## src/rtl/mask_scan_pkg.sv

```systemverilog
// Shared types and helpers for the mask_scan set-bit enumerator.
package mask_scan_pkg;

  typedef enum logic [1:0] {
    IDLE = 2'd0,
    SCAN = 2'd1,
    ZERO = 2'd2
  } state_e;

  // Index width needed to address every bit of a WIDTH-bit mask.
  function automatic int calc_idxw(input int width);
    return $clog2(width);
  endfunction

endpackage

```

## src/rtl/mask_scan_prio_enc.sv

```systemverilog
// Combinational priority encoder: returns the position of the lowest (or,
// with MSB_FIRST, the highest) set bit of vec_i plus a found flag.
module mask_scan_prio_enc #(
  parameter int WIDTH     = 64,
  parameter int IDXW      = 6,
  parameter bit MSB_FIRST = 1'b0
) (
  input  logic [WIDTH-1:0] vec_i,
  output logic [IDXW-1:0]  idx_o,
  output logic             found_o
);

  // Later loop iterations overwrite earlier ones, so the scan direction is
  // chosen so that the winning bit is visited last.
  always_comb begin
    idx_o   = '0;
    found_o = |vec_i;
    if (MSB_FIRST) begin
      for (int i = 0; i < WIDTH; i++) begin
        if (vec_i[i]) idx_o = IDXW'(i);
      end
    end else begin
      for (int i = WIDTH - 1; i >= 0; i--) begin
        if (vec_i[i]) idx_o = IDXW'(i);
      end
    end
  end

endmodule

```

## src/rtl/mask_scan.sv

```systemverilog
// mask_scan: accepts one WIDTH-bit mask per transaction and streams the index
// of every set bit, one beat per cycle, with a last marker. An all-zero mask
// yields a single terminator beat flagged by out_empty.
// Build option: define MASK_SCAN_MSB_FIRST_EN to emit indices highest first.
//
// state | meaning
// IDLE  | ready for a new mask, no beat on the output
// SCAN  | emitting indices of the bits still set in rem
// ZERO  | emitting the single terminator beat of an all-zero mask
module mask_scan
  import mask_scan_pkg::*;
#(
  parameter  int WIDTH = 64,
  localparam int IDXW  = calc_idxw(WIDTH)
) (
  input  logic             clk,
  input  logic             rst_n,
  input  logic             mask_scan_in_valid_i,
  output logic             mask_scan_in_ready_o,
  input  logic [WIDTH-1:0] mask_scan_in_mask_i,
  output logic             mask_scan_out_valid_o,
  input  logic             mask_scan_out_ready_i,
  output logic [IDXW-1:0]  mask_scan_out_idx_o,
  output logic             mask_scan_out_last_o,
  output logic             mask_scan_out_empty_o,
  output logic             mask_scan_any_o,
  output logic             mask_scan_busy_o
);

`ifdef MASK_SCAN_MSB_FIRST_EN
  localparam bit MSB_FIRST = 1'b1;
`else
  localparam bit MSB_FIRST = 1'b0;
`endif

  state_e           state_q, state_d;
  logic [WIDTH-1:0] rem_q, rem_d;
  logic             any_q, any_d;

  logic [IDXW-1:0]  enc_idx;
  logic             enc_found;
  logic             rem_onehot;

  mask_scan_prio_enc #(
    .WIDTH     (WIDTH),
    .IDXW      (IDXW),
    .MSB_FIRST (MSB_FIRST)
  ) u_prio_enc (
    .vec_i   (rem_q),
    .idx_o   (enc_idx),
    .found_o (enc_found)
  );

  // Exactly one bit left: the current beat is the final one of this mask.
  always_comb begin
    rem_onehot = enc_found && ((rem_q & (rem_q - WIDTH'(1))) == '0);
  end

  // Next-state, remaining-mask update and output decode from registered state.
  always_comb begin
    state_d = state_q;
    rem_d   = rem_q;
    any_d   = any_q;

    mask_scan_in_ready_o  = 1'b0;
    mask_scan_out_valid_o = 1'b0;
    mask_scan_out_idx_o   = '0;
    mask_scan_out_last_o  = 1'b0;
    mask_scan_out_empty_o = 1'b0;
    mask_scan_busy_o      = 1'b0;

    case (state_q)
      IDLE: begin
        mask_scan_in_ready_o = 1'b1;
        if (mask_scan_in_valid_i) begin
          rem_d   = mask_scan_in_mask_i;
          any_d   = |mask_scan_in_mask_i;
          state_d = (|mask_scan_in_mask_i) ? SCAN : ZERO;
        end
      end
      SCAN: begin
        mask_scan_out_valid_o = 1'b1;
        mask_scan_busy_o      = 1'b1;
        mask_scan_out_idx_o   = enc_idx;
        mask_scan_out_last_o  = rem_onehot;
        if (mask_scan_out_ready_i) begin
          rem_d[enc_idx] = 1'b0;
          if (rem_onehot) state_d = IDLE;
        end
      end
      ZERO: begin
        mask_scan_out_valid_o = 1'b1;
        mask_scan_busy_o      = 1'b1;
        mask_scan_out_last_o  = 1'b1;
        mask_scan_out_empty_o = 1'b1;
        if (mask_scan_out_ready_i) state_d = IDLE;
      end
      default: begin
        state_d = IDLE;
        rem_d   = '0;
      end
    endcase
  end

  // State registers with synchronous active-low reset.
  always_ff @(posedge clk) begin
    if (!rst_n) begin
      state_q <= IDLE;
      rem_q   <= '0;
      any_q   <= 1'b0;
    end else begin
      state_q <= state_d;
      rem_q   <= rem_d;
      any_q   <= any_d;
    end
  end

  assign mask_scan_any_o = any_q;

endmodule

```

## config.mk

```make
export PLATFORM = sky130hd
export DESIGN_NAME = mask_scan
export DESIGN_NICKNAME = d
export VERILOG_FILES = /design/src/rtl/mask_scan_pkg.sv /design/src/rtl/mask_scan_prio_enc.sv /design/src/rtl/mask_scan.sv
export SDC_FILE = /design/constraint.sdc
export NUM_CORES = 1
export LEC_CHECK = 0
export ABC_AREA = 1
export CORE_MARGIN = 2
export CORE_UTILIZATION = 50
export DETAILED_ROUTE_END_ITERATION = 8
export PLACE_DENSITY = 0.84
export SYNTH_ARGS = -nofsm -noshare
export SYNTH_HDL_FRONTEND = slang
export SYNTH_SLANG_ARGS = --single-unit
export TNS_END_PERCENT = 5
```

## constraint.sdc

```tcl
create_clock -name clk -period 7.2 [get_ports clk]
set_input_delay 1.08 -clock clk [delete_from_list [all_inputs] [get_ports clk]]
set_output_delay 1.08 -clock clk [all_outputs]
set_load 0.02 [all_outputs]
```

# Word level (Yosys, flattened, before mapping)
# Index checks and enable logic that the tools add are counted.
# word_totals
word_cells,106
in_bits,68
output_inout_bits,12
regBits,67
# op_classes
n_reduce_logical,10
bitwise,4
n_lt_le_gt_ge,2
n_eq_ne,6
mux,80
n_addsub,1
# ops
op,n
6-bit 2-to-1 mux,65
64-bit one-hot mux with 3 select lines,1
64-bit AND,2
64-bit 2-to-1 mux,2
64-bit OR reduction,2
64-bit zero test,1
64-bit inverter,1
"64-bit by 1-bit subtractor with 64-bit output, second input constant",1
2-bit 2-to-1 mux,5
"2-bit != test, second input constant",4
"6-bit by 7-bit < comparator with 1-bit output, second input constant",1
1-bit demux with 6-bit select,1
"6-bit by 1-bit greater-or-equal comparator with 1-bit output, second input constant",1
2-bit one-hot mux with 3 select lines,1
1-bit 2-to-1 mux,4
4-bit AND reduction,1
3-bit AND reduction,1
"2-bit by 1-bit == test with 1-bit output, second input constant",1
"2-bit == test, second input constant",1
1-bit logical AND,2
2-bit zero test,1
1-bit one-hot mux with 2 select lines,1
2-bit AND reduction,1
2-bit OR reduction,1
1-bit inverter,1

# Longest topological paths before layout
# Gate-level depths: netlist of run 1.
# depth
depth_word,72
ltp_mapped,65
mapped_depth_nobuf,65

# By module
# Synthesis of run 1 repeated with hierarchy kept, for this count alone.
# unflattened
hier_cells,1171
hier_area_um2,6072.1
# by_module_without_submodules
module,area_per_inst_um2,instances,cells_each,seq_area_each_um2
mask_scan,5047.3,1,936,1341.3
mask_scan_prio_enc,1024.7,1,235,0.0

# Worst setup path before layout of run 1
# No wires, ideal clock.
# synth_path
path_type,reg-to-output
startpoint,register rem_q[0]
endpoint,output mask_scan_out_last_o
required_time_ps,6120
arrival_time_ps,3684
path_buffers,0
path_stages_with_launch,31
path_slack_ps,2436
path_cell_list,dfxtp_1 > nor2_2 > inv_2 > nor2_4 > inv_2 > nor2_4 > nand4_4 > nor2_4 > nand2_2 > nor2_4 > inv_2 > nor2_4 > inv_2 > nor3_2 > and2_4 > nand2_4 > nor3_4 > nand2_2 > nor3_4 > inv_2 > nor4_4 > nand3_2 > nor4_2 > nor2_1 > nor4_2 > nand2_1 > a2111oi_2 > and3_1 > nand4_2 > nor2_1 > o21a_1
# synth_via
elab_chain_cells,5
word_cells_on_any_way,6
classes_between,add/sub (1); mux (1); bitwise (1); reduce/logical (3)
# synth_lines
element,line,rtl
start: declaration,mask_scan.sv:37,"logic [WIDTH-1:0] rem_q, rem_d;"
start signal: assignment,mask_scan.sv:113,rem_q <= rem_d;
64-bit by 1-bit subtractor with 64-bit output,mask_scan.sv:56,rem_onehot = enc_found && ((rem_q & (rem_q - WIDTH'(1))) == '0);
64-bit AND,mask_scan.sv:56,
64-bit zero test,mask_scan.sv:56,
1-bit logical AND *,mask_scan.sv:56,
1-bit one-hot mux with 2 select lines *,mask_scan.sv:72,case (state_q)
end: declaration,mask_scan.sv:24,"output logic mask_scan_out_last_o,"
# Mark *: on every way between the ends. The rest lies on a longest branch, timed or not.

# Worst setup path in the final report of run 1
# Same ends and word-level chain as after synthesis.

==> impl_metrics.py, run 1 <==
metrics = {
    "worst_setup_path": {
        "slowest_stage": "clkdlybuf4s50_1",
        "cp-start-kind": "flop",
        "path_buf_inv": 12,
        "reg2reg_slack_ns": 2.69,
        "reg2reg_from": "rem_q[0]",
        "path_class": "flop to output pin",
        "max_stage_delay_ns": 0.60,
        "end_kind": "output pin",
        "path_common_cell": "inv_1",
        "rr_worst_depth": 33,
        "r2r_end": "state_q[1]",
        "crit_path_max_fanout": 4,
        "crit_required_ns": 6.12,
        "cp_top_family": "simple AND/OR/NAND/NOR gates",
        "worstPathArrival_ns": 5.16,
    },
    "detailed_routing": {
        "drcViolationCount": 2,
        "drt_wl_total_mm": 13.9,
        "firstDrtPassIters": 7,
        "initialDrtViolationCount": 311,
        "vias": 5417,
        "wire_per_inst_um": 14.7,
        "viasPerCell": 5.72,
        "ant_nets": 0,
    },
    "clocking": {
        "cts_resized": 0,
        "clkSinkCount": 67,
        "cts_tree": "yes",
        "cts-htree-levels": 3,
        "cts_max_path_buffers": 2,
        "cts_hold_buf": 0,
        "post_cts_buffers": 0,
        "numCtsBuffers": 9,
        "clk_pin_slew_worst_paths_ns": 0.08,
        "clkLatencyLatePin_ns": 0.35,
        "cts-root-buf": "clkbuf_8",
    },
    "logic_synthesis": {
        "synthCells": 757,
        "syn_area_per_cell_um2": 6.36,
        "syn-num-nets": 828,
        "synth_cell_types": 46,
        "ys_seq_area_share_pct": 27.9,
        "netlist_area_um2": 4810,
        "synth_ff_type": "dfxtp_1",
        "synth_warnings": 0,
        "synth_edf_count": 0,
        "ys_ff_latch": 67,
        "async_flop_share_pct": 0,
    },
    "die": {
        "die_y_um": 102,
        "die_x_um": 102,
        "core_region_area_um2": 9280,
        "initial_core_util_pct": 51.8,
        "design.die.area_um2": 10400,
        "io-pin-count": 80,
        "rows": 35,
    },
    "timing": {
        "final_min_period_over_clock_period_pct": 86.6,
        "max_freq_mhz": 160,
        "period_minus_slack_ns": 6.24,
        "clock_skew_ns": 0.00737,
        "drv_slew": 0,
        "rsz0062_at_grt": "no",
        "hold_viol": 0,
        "worstMarginPinSlew_ns": 0.950,
        "setup_viol": 0,
        "tns_ns": 0,
        "slew_headroom_pct": 36.7,
    },
    "pwr": {
        "p_leak_nw": 2.46,
        "max-vdd-ir-drop_mv": 0.236,
        "power.density_nw_per_um2": 517,
        "total_power_w": 0.00302,
    },
    "run": {
        "maxCapViolations": 0,
    },
    "global_routing": {
        "track_usage_pct": 27.1,
        "antenna_found_initial": 0,
        "grt_max_degree": 78,
        "grt_overflow": 0,
        "grt_pass1_wl_mm": 22.9,
        "grt_pass1_vias": 5172,
    },
    "final_layout": {
        "drive_gt1_share_pct": 5.87,
        "seq_area_um2": 1340,
        "fillers": 883,
        "area_delta_synth_final_pct": 21.4,
        "instances_no_fill": 947,
        "utilization_pct": 63.0,
        "fin_area_um2": 5840,
        "multi_input_area_um2": 2850,
        "diodes": 0,
        "nets": 886,
    },
    "placement": {
        "dp_cells": 933,
        "place_congestion": 0.965,
        "place_hpwl_mm": 10.2,
        "io_buffers": 79,
        "detailed_place.area_um2": 5660,
    },
    "run_status": {
        "violations": "design-rule violations",
        "status": "complete, but fails checks",
    },
    "hold_path": {
        "min_to": "rem_q[1]",
        "min_path_cells": 2,
        "hold_path_class": "flop to flop",
        "worstHoldStart": "rem_q[0]",
    },
}
==> sequential cells by signal (all words and copies together), names as in the netlist <==
name             count
state_q              2
rem_q               64
mask_scan_any_o      1
==> worst max path at each step <==
stage,startpoint,to,slack [ns],cells after the start
3_5_place_dp,rem_q[0],mask_scan_out_last_o,1.38,31
6_report,rem_q[0],mask_scan_out_last_o,0.96,32
4_1_cts,rem_q[0],mask_scan_out_last_o,0.96,31
2_1_floorplan,rem_q[0],mask_scan_out_last_o,2.44,30
5_1_grt,rem_q[0],mask_scan_out_last_o,0.42,32
3_3_place_gp,rem_q[0],mask_scan_out_last_o,1.60,31
==> stage by stage <==
stage                     hold slack [ns]  setup slack [ns]
after floorplan                     0.488              2.44
after global placement              0.502              1.60
after detailed placement            0.508              1.38
after CTS                           0.521             0.959
after global routing                0.559             0.417
final                               0.519             0.963
==> placed cells by master, fill, tap and decap left out, types with 4 or more instances in the layout <==
master / n
nor4_1: 24
nor3_1: 8
clkdlybuf4s50_1: 79
nand4_1: 7
a221oi_1: 62
a31oi_1: 5
or4_1: 4
buf_4: 4
o21ai_0: 14
nand2_1: 153
clkbuf_8: 10
nand3_1: 22
a2111oi_0: 5
a21oi_1: 86
nor2_4: 5
inv_1: 123
nor2_1: 94
dfxtp_1: 67
inv_2: 5
==> worst reg2reg max path: cells and delay by family, from the launching register on <==
kind	cells	cell delay, ns
simple gates	18	2.73
flops	1	0.33
buf+inv	11	0.84
compound gates	4	0.46
==> synthesized netlist by cell type, types with 3 or more instances <==
cell / n / share of area [%]
nor4_1: 24 / 3.1
nand4_1: 7 / 0.91
inv_1: 124 / 9.7
nor3_1: 8 / 0.83
o21ai_0: 14 / 1.5
nand2_1: 153 / 12
a2111oi_0: 5 / 0.91
inv_2: 5 / 0.39
nand3_1: 22 / 2.3
a221oi_1: 62 / 11
clkbuf_1: 33 / 2.6
nor2_4: 5 / 1.2
ha_1: 3 / 0.78
a31oi_1: 5 / 0.65
a21oi_1: 86 / 8.9
nor2_1: 94 / 7.3
dfxtp_1: 67 / 28
or4_1: 4 / 0.62
==> power by group <==
| group | total, W | switching [W] | internal (W) |
|---|---|---|---|
| sequential | 0.000733 | 0.000168 | 0.000565 |
| clock | 0.000316 | 0.000151 | 0.000165 |
| combinational | 0.00197 | 0.00130 | 0.000674 |
| total | 0.00302 | 0.00162 | 0.00140 |
==> layer usage <==
layer	global-route usage (%)	vias to the layer above	routed length [µm]
met5	0	-	0
met4	9.85	0	222
met3	3.69	17	957
met2	45.8	221	6610
met1	35.3	2469	6140
li1	-	2710	-
==> cells by family after synthesis <==
group,Yosys count,share of synthesized area (%)
compound gates,188,26.3
fa+ha+maj,3,0.780
buf+inv,166,13.0
flops,67,27.9
simple gates,333,32.0
==> final cells by class <==
cell class	instances	area share (%)
multi-input cells	524	48.8
flip-flops and latches	67	23.0
repair buffers	83	14.0
inverters	130	8.37
well taps	129	2.76
clock buffers	11	2.42
clock inverters	3	0.685
Note: power is estimated with default switching activity, not from simulation.
==> run 2: changes to the inputs <==
--- a/config.mk
+++ b/config.mk
@@ -6,6 +6,7 @@
 export NUM_CORES = 1
 export LEC_CHECK = 0
 export ABC_AREA = 1
+export CORE_ASPECT_RATIO = 0.9
 export CORE_MARGIN = 2
 export CORE_UTILIZATION = 50
 export DETAILED_ROUTE_END_ITERATION = 8
==> impl_metrics.py, run 2 (same netlist as run 1, synthesis figures left out) <==
metrics = {
    "final_layout": {
        "instances_no_fill": 941,
        "area_delta_synth_final_pct": 20.9,
        "drive_gt1_share_pct": 5.74,
        "top_register": "rem_q",
        "layout_common_cells": "nand2_1, inv_1, nor2_1, a21oi_1, clkdlybuf4s50_1",
        "nets": 885,
        "layout.cells.most_common": "nand2_1",
        "diodes": 0,
        "largest_reg_flops": 64,
    },
    "die": {
        "die_y_um": 97.1,
        "die_x_um": 107,
        "rows": 33,
        "design.die.area_um2": 10400,
        "core_region_area_um2": 9250,
        "io-pin-count": 80,
        "initial_core_util_pct": 52.0,
    },
    "detailed_routing": {
        "wire_per_inst_um": 14.6,
        "drcViolationCount": 0,
        "drt_wl_total_mm": 13.8,
        "vias": 5459,
        "viasPerCell": 5.80,
        "initialDrtViolationCount": 378,
        "ant_nets": 0,
        "firstDrtPassIters": 5,
    },
    "clocking": {
        "post_cts_buffers": 0,
        "cts_tree": "yes",
        "cts-htree-levels": 3,
        "clkLatencyLatePin_ns": 0.36,
        "clkSinkCount": 67,
        "numCtsBuffers": 9,
        "cts_resized": 0,
        "clk_pin_slew_worst_paths_ns": 0.07,
        "cts_max_path_buffers": 2,
        "cts_hold_buf": 0,
        "cts-root-buf": "clkbuf_8",
    },
    "worst_setup_path": {
        "crit_required_ns": 6.12,
        "crit_path_start": "rem_q[0]",
        "end_kind": "output pin",
        "path_buf_inv": 6,
        "path_class": "flop to output pin",
        "cp_top_family": "simple AND/OR/NAND/NOR gates",
        "worstPathArrival_ns": 5.02,
        "cp-start-kind": "flop",
        "reg2reg_from": "rem_q[0]",
        "slowest_stage": "clkdlybuf4s50_1",
        "max_stage_delay_ns": 0.60,
        "crit_path_max_fanout": 6,
    },
    "pwr": {
        "p_clk_share_pct": 9.6,
        "total_power_w": 0.00299,
        "power.density_nw_per_um2": 514,
        "p_sw_share_pct": 53.9,
        "pwr-share-seq_pct": 24.5,
        "p_sw_w": 0.00161,
        "internal_power_w": 0.00138,
        "p_leak_nw": 2.45,
        "max-vdd-ir-drop_mv": 0.273,
        "p_comb_share_pct": 65.9,
    },
    "placement": {
        "dp_cells": 925,
        "io_buffers": 79,
        "place_ws_ns": 1.46,
        "place_hpwl_mm": 10.2,
        "place_congestion": 0.932,
    },
    "global_routing": {
        "grt_pass1_vias": 5243,
        "track_usage_pct": 27.4,
        "grt_max_degree": 72,
        "grt_overflow": 0,
        "grt_pass1_wl_mm": 23.6,
        "antenna_found_initial": 0,
    },
    "timing": {
        "rsz0062_at_grt": "no",
        "tns_ns": 0,
        "slew_headroom_pct": 17.9,
        "period_minus_slack_ns": 6.10,
        "worstMarginPinSlew_ns": 1.23,
        "max_freq_mhz": 164,
        "hold_viol": 0,
        "final.setup.worst_slack_ns": 1.10,
        "final_min_period_over_clock_period_pct": 84.8,
        "clock_skew_ns": 0.0140,
        "drv_slew": 0,
        "setup_viol": 0,
    },
    "hold_path": {
        "hold_path_class": "flop to flop",
        "worstHoldStart": "rem_q[29]",
    },
    "run_status": {
        "status": "finished clean",
    },
    "run": {
        "maxCapViolations": 0,
    },
}
[run 2: cell count changes in the layout (fill, tap and decap cells not counted), sizes merged]
cell    before  now
bufinv       1    0
clkinv       4    5
inv        128  127
buf          4    3
clkbuf      11   14
[run 2: layer usage]
layer / share of wire (%) / vias up / wire length (µm) / global-route usage, %
li1: - / 2711 / - / -
met1: 44 / 2495 / 6050 / 36.1
met2: 46 / 225 / 6310 / 43.2
met3: 7.8 / 28 / 1080 / 6.71
met4: 2.5 / 0 / 338 / 10.6
met5: 0 / - / 0 / 0
[run 2: worst paths after layout]
path / endpoint / slack (ns) / cells after the start
hold reg to reg: rem_q[29] / 0.52 / 2
hold / removal: rem_q[29] / 0.52 / 2
setup / recovery: mask_scan_out_last_o / 1.10 / 31
setup reg to reg: state_q[1] / 2.78 / 32
[run 2: through the flow]
step	util [%]	instance area (µm²)	hold WS, ns
2_1_floorplan	-	4810	0.488
3_3_place_gp	61.1	5650	0.503
3_5_place_dp	61.1	5650	0.511
4_1_cts	62.9	5820	0.523
5_1_grt	62.9	5820	0.553
6_report	62.9	5820	0.521
[run 2: cell type report]
| cell class | count | area (µm²) |
|---|---|---|
| Fill cell | 853 | 3430 |
| Multi-Input combinational cell | 524 | 2850 |
| Clock inverter | 2 | 10.0 |
| Tap cell | 122 | 153 |
| Timing Repair Buffer | 82 | 813 |
| Clock buffer | 14 | 163 |
| Inverter | 130 | 489 |
| Sequential cell | 67 | 1340 |
[run 2: worst reg2reg max path, delay by kind of cell (launching register included)]
kind	cells	cell delay [ns]
DFF	1	0.33
AOI/OAI and AO/OA	4	0.62
buffers and inverters	5	0.28
and+or+nand+nor	23	3.05
[run 2: power groups by stage]
stage | logic, W | clock network, W | registers [W]
detailed placement | 0.00194 | 0 | 0.000730
global placement | 0.00190 | 0 | 0.000722
CTS | 0.00195 | 0.000289 | 0.000727
finish | 0.00197 | 0.000288 | 0.000733
global route | 0.00225 | 0.000309 | 0.000758
floorplan | 0.00153 | 0 | 0.000692
